--- src/rtl/cascade_digit_counter_pkg.sv ---
// Shared definitions for the cascaded digit counter: digit width, legal radices
// and a helper giving the packed width of an N-digit vector.
package cascade_digit_counter_pkg;

    localparam int DIGIT_W   = 4;
    localparam int RADIX_HEX = 16;
    localparam int RADIX_DEC = 10;

    typedef logic [DIGIT_W-1:0] digit_t;

    function automatic int digits_width(input int num_digits);
        return num_digits * DIGIT_W;
    endfunction

endpackage

--- src/rtl/cascade_digit_counter_digit_cell.sv ---
// One counter digit: registered value with load clamping, wrap at the radix
// boundary and a combinational carry/borrow towards the next digit.
module cascade_digit_counter_digit_cell
    import cascade_digit_counter_pkg::*;
#(
    parameter int RADIX = RADIX_HEX
) (
    input  logic   clk,
    input  logic   reset,
    input  logic   step_en,
    input  logic   up,
    input  logic   carry_in,
    input  logic   load,
    input  digit_t load_nibble,
    output digit_t digit,
    output logic   carry_out
);

    localparam digit_t DIGIT_MAX = digit_t'(RADIX - 1);

    digit_t digit_q;
    digit_t digit_d;
    logic   at_edge;

    // at_edge: this digit wraps on the current step, so the next digit must move too
    always_comb begin
        at_edge   = up ? (digit_q == DIGIT_MAX) : (digit_q == '0);
        carry_out = carry_in & at_edge;
        digit_d   = digit_q;
        if (load) begin
            digit_d = (load_nibble > DIGIT_MAX) ? DIGIT_MAX : load_nibble;
        end else if (step_en && carry_in) begin
            if (at_edge) begin
                digit_d = up ? digit_t'(0) : DIGIT_MAX;
            end else begin
                digit_d = up ? digit_q + digit_t'(1) : digit_q - digit_t'(1);
            end
        end
    end

    always_ff @(posedge clk) begin
        if (reset) begin
            digit_q <= '0;
        end else begin
            digit_q <= digit_d;
        end
    end

    assign digit = digit_q;

endmodule

--- src/rtl/cascade_digit_counter.sv ---
// Multi-digit up/down counter driven by a rate-divider tick, with parallel load,
// hex or decimal digits, a terminal-count pulse and an update pulse.
module cascade_digit_counter
    import cascade_digit_counter_pkg::*;
#(
    parameter  int NUM_DIGITS = 4,
    parameter  int RADIX      = RADIX_HEX,
    localparam int W          = digits_width(NUM_DIGITS)
) (
    input  logic         clk,
    input  logic         reset,
    input  logic         tick,
    input  logic         run,
    input  logic         up,
    input  logic         load,
    input  logic [W-1:0] load_val,
    output logic [W-1:0] digits,
    output logic         tc,
    output logic         changed
);

    logic              step_en;
    logic [NUM_DIGITS:0] carry;
    logic              tc_q, tc_d;
    logic              changed_q, changed_d;

    // load outranks a coincident tick, so the step is suppressed here
    assign step_en  = run & tick & ~load;
    assign carry[0] = 1'b1;

    generate
        for (genvar gi = 0; gi < NUM_DIGITS; gi++) begin : g_digit
            cascade_digit_counter_digit_cell #(
                .RADIX(RADIX)
            ) u_cell (
                .clk        (clk),
                .reset      (reset),
                .step_en    (step_en),
                .up         (up),
                .carry_in   (carry[gi]),
                .load       (load),
                .load_nibble(load_val[gi*DIGIT_W +: DIGIT_W]),
                .digit      (digits[gi*DIGIT_W +: DIGIT_W]),
                .carry_out  (carry[gi+1])
            );
        end
    endgenerate

    always_comb begin
        tc_d      = step_en & carry[NUM_DIGITS];
        changed_d = load | step_en;
    end

    always_ff @(posedge clk) begin
        if (reset) begin
            tc_q      <= 1'b0;
            changed_q <= 1'b0;
        end else begin
            tc_q      <= tc_d;
            changed_q <= changed_d;
        end
    end

    assign tc      = tc_q;
    assign changed = changed_q;

endmodule
--- config.mk ---
export PLATFORM = sky130hd
export DESIGN_NAME = cascade_digit_counter
export DESIGN_NICKNAME = d
export VERILOG_FILES = /design/src/rtl/cascade_digit_counter_pkg.sv /design/src/rtl/cascade_digit_counter_digit_cell.sv /design/src/rtl/cascade_digit_counter.sv
export SDC_FILE = /design/constraint.sdc
export NUM_CORES = 1
export LEC_CHECK = 0
export ABC_AREA = 1
export BUFFER_PORTS_ARGS = -buffer_cell sky130_fd_sc_hd__buf_4
export CORE_MARGIN = 4
export CORE_UTILIZATION = 53
export CTS_CLUSTER_DIAMETER = 40
export DETAILED_ROUTE_END_ITERATION = 16
export PLACE_DENSITY_LB_ADDON = 0.1
export SETUP_SLACK_MARGIN = 0.1
export SYNTH_ARGS = -nofsm -noshare
export SYNTH_HDL_FRONTEND = slang
export SYNTH_SLANG_ARGS = --single-unit
--- constraint.sdc ---
create_clock -name clk -period 2 [get_ports clk]
set_clock_uncertainty 0.1 [all_clocks]
set_input_delay 0.1 -clock clk [delete_from_list [all_inputs] [get_ports clk]]
set_output_delay 0.1 -clock clk [all_outputs]
set_load 0.02 [all_outputs]
==> impl_metrics.tcl <==
set metrics [dict create \
    syn_inst 222 \
    initial_core_util_pct 55.3 \
    async_reset_ff_share_pct 0 \
    synth_edf_count 0 \
    fin_crit_ps 1630 \
    crit_required_ps 2130 \
    fillers 259 \
    vias 1514 \
    worst_pin_slew_ps 385 \
    ys_seq_area_share_pct 23.8 \
    die_y_um 61.4 \
    hold_path.class "primary input to register" \
    setup_violations 0 \
    cts_tree "yes" \
    hold_viol_final 0 \
    synth_warnings 0 \
    finalInstanceArea_um2 1870 \
    synth_top_family_by_area "simple AND/OR/NAND/NOR gates" \
    cp-end-kind "register" \
    maxCapViolCount 0 \
    synth_xor_area_share_pct 4.64 \
    slew_headroom_pct 74.3 \
    grt_antenna_before_repair 0 \
    path_class "register to register" \
    synth_area_um2 1510 \
    syn_nets 256 \
    cts_made_buffers 3 \
    detail_route.wl_per_cell_um 11.8 \
    ioPinCount 40 \
    dp_hpwl_um 2640 \
    synthAdderAreaFrac_pct 11.9 \
    slew_viol_final 0 \
    synth_top_area_share_pct 23.8 \
    yosysMostFrequentCell "nand2_1" \
    startpoint_type "register" \
    yosysTopAreaCell "dfxtp_1" \
    fin_nets 299 \
    final_core_util_pct 68.4 \
    rsz0062_at_grt "false" \
    path_max_fanout 7 \
    worstPathArrival_ps 1760 \
    synthToLayoutAreaGrowth_pct 23.7 \
    muxShareOfSynthArea_pct 0 \
    num_antenna_cells 0 \
    synth_cell_type_count 35 \
    ant_nets 0 \
    synth_simple_gate_area_share_pct 35.8 \
    ys_top_cells_by_area "dfxtp_1 24%, nand2_1 12%, nor2_1 11%" \
    cts.clk_slew.worst_paths_ps 100 \
    place_area_um2 1820 \
    core_um2 2730 \
    holdWs_ps 29.3 \
    synth_compound_area_share_pct 16.2 \
    io_buffers 39 \
    p_leak_uw 0.000978 \
    vdd_ir_drop_max_mv 0.436 \
    drive_gt1_share_pct 22.8 \
    num_rows 19 \
    totalWireLength_um 3460 \
    regArea_um2 360 \
    achievable-frequency_mhz 613 \
    viasPerCell 5.15 \
    grt_pass1_wl_um 5890 \
    avgSynthCellArea_um2 6.81 \
    grt-ovfl-total 0 \
    grt_pass1_vias 1367 \
    dr.pass1.iters 5 \
    fp.dieArea_um2 3770 \
    grt_max_degree 22 \
    clk_latency_ps 290 \
    cts_root_buffer "clkbuf_4" \
    status "completed" \
    cts.repair.resized 0 \
    die_x_um 61.4 \
    power_density_nw_per_um2 541 \
    grtUsageTotal_pct 20.6 \
    drc 0 \
    post_cts_buffers 0 \
    multi_input_area_um2 1040 \
    synth_seq_cells 18 \
    yosys-top-cells-count "49 x nand2_1, 44 x nor2_1, 18 x dfxtp_1" \
    clk_path_buf_depth 2 \
    cts_htree_levels 1 \
    min_period_over_period_pct 81.6 \
    ys.flop_type "dfxtp_1" \
    drt_iter0_drc 82 \
    place_congestion 0.866 \
    cts_sinks 18 \
    tns_ps 0 \
    cts_hold_buffers 3 \
]
## worst max-delay path, stage by stage, from the launching register on
cell	delay, ps
dfxtp_1	460
ha_1	290
or2_2	280
nand2_1	80
nor2_1	40
o21bai_1	140
nand2_1	70
a21oi_1	110
## stage by stage
step | total power, uW | setup slack [ps] | instances
2_1_floorplan | 710 | 365 | 222
3_3_place_gp | 829 | 433 | 288
3_5_place_dp | 833 | 387 | 288
4_1_cts | 1020 | 376 | 294
5_1_grt | 1100 | 266 | 294
6_report | 1010 | 368 | 294
## state kept, by name, summed over array words and instances, names as in the netlist
register and count:
changed 1, g_digit.u_cell.digit 16, tc 1
## cells by family (layout without fill, tap and decap cells)
family / after synthesis / count (layout)
DFF: 18 / 18
xor gates and xnor gates: 8 / 8
buffers and inverters: 25 / 66
AOI/OAI and AO/OA: 40 / 40
adders and majority gates: 12 / 12
and+or+nand+nor: 119 / 119
## metal layers
layer,share of wire [%],GRT usage [%],vias up
li1,-,-,813
met1,47,27.0,647
met2,45,33.8,50
met3,7.3,3.56,4
met4,0.84,7.58,0
met5,0,0,-
## path summary, 6_finish.rpt
kind                         startpoint                         end  slack [ps]  depth (start not counted)
max reg2reg  g_digit[1].u_cell.digit[2]  g_digit[1].u_cell.digit[3]         370                          7
min                         load_val[1]  g_digit[0].u_cell.digit[1]          30                          3
min reg2reg  g_digit[3].u_cell.digit[3]  g_digit[3].u_cell.digit[3]         430                          2
max          g_digit[1].u_cell.digit[2]  g_digit[1].u_cell.digit[3]         370                          7
## cells in the final DEF (no fill, tap or decap), types with 2 or more instances in the layout
cell type / netlist / routed
nand2_1: 49 / 49
nor2_1: 44 / 44
buf_4: 1 / 40
dfxtp_1: 18 / 18
inv_1: 17 / 17
a21oi_1: 17 / 17
nand3_1: 11 / 11
o21ai_0: 10 / 10
ha_1: 8 / 8
xor2_1: 5 / 5
nand4_1: 4 / 4
o21ai_1: 4 / 4
fa_1: 4 / 4
nand2_2: 3 / 3
xnor2_1: 3 / 3
clkbuf_4: 0 / 3
dlygate4sd3_1: 0 / 3
nand2_4: 2 / 2
a31oi_1: 2 / 2
## layout make-up
class	instances	share of cell area (%)
multi-input cells	179	55.5
flip-flops and latches	18	19.3
repair buffers	43	17.7
inverters	20	4.28
well taps	31	2.07
clock buffers	3	1.20
## where the power goes
| part | switching [uW] | internal [uW] |
|---|---|---|
| sequential | 48.2 | 388 |
| clock | 113 | 70.0 |
| combinational | 219 | 173 |
No activity file was read; power rests on OpenSTA's default activity.
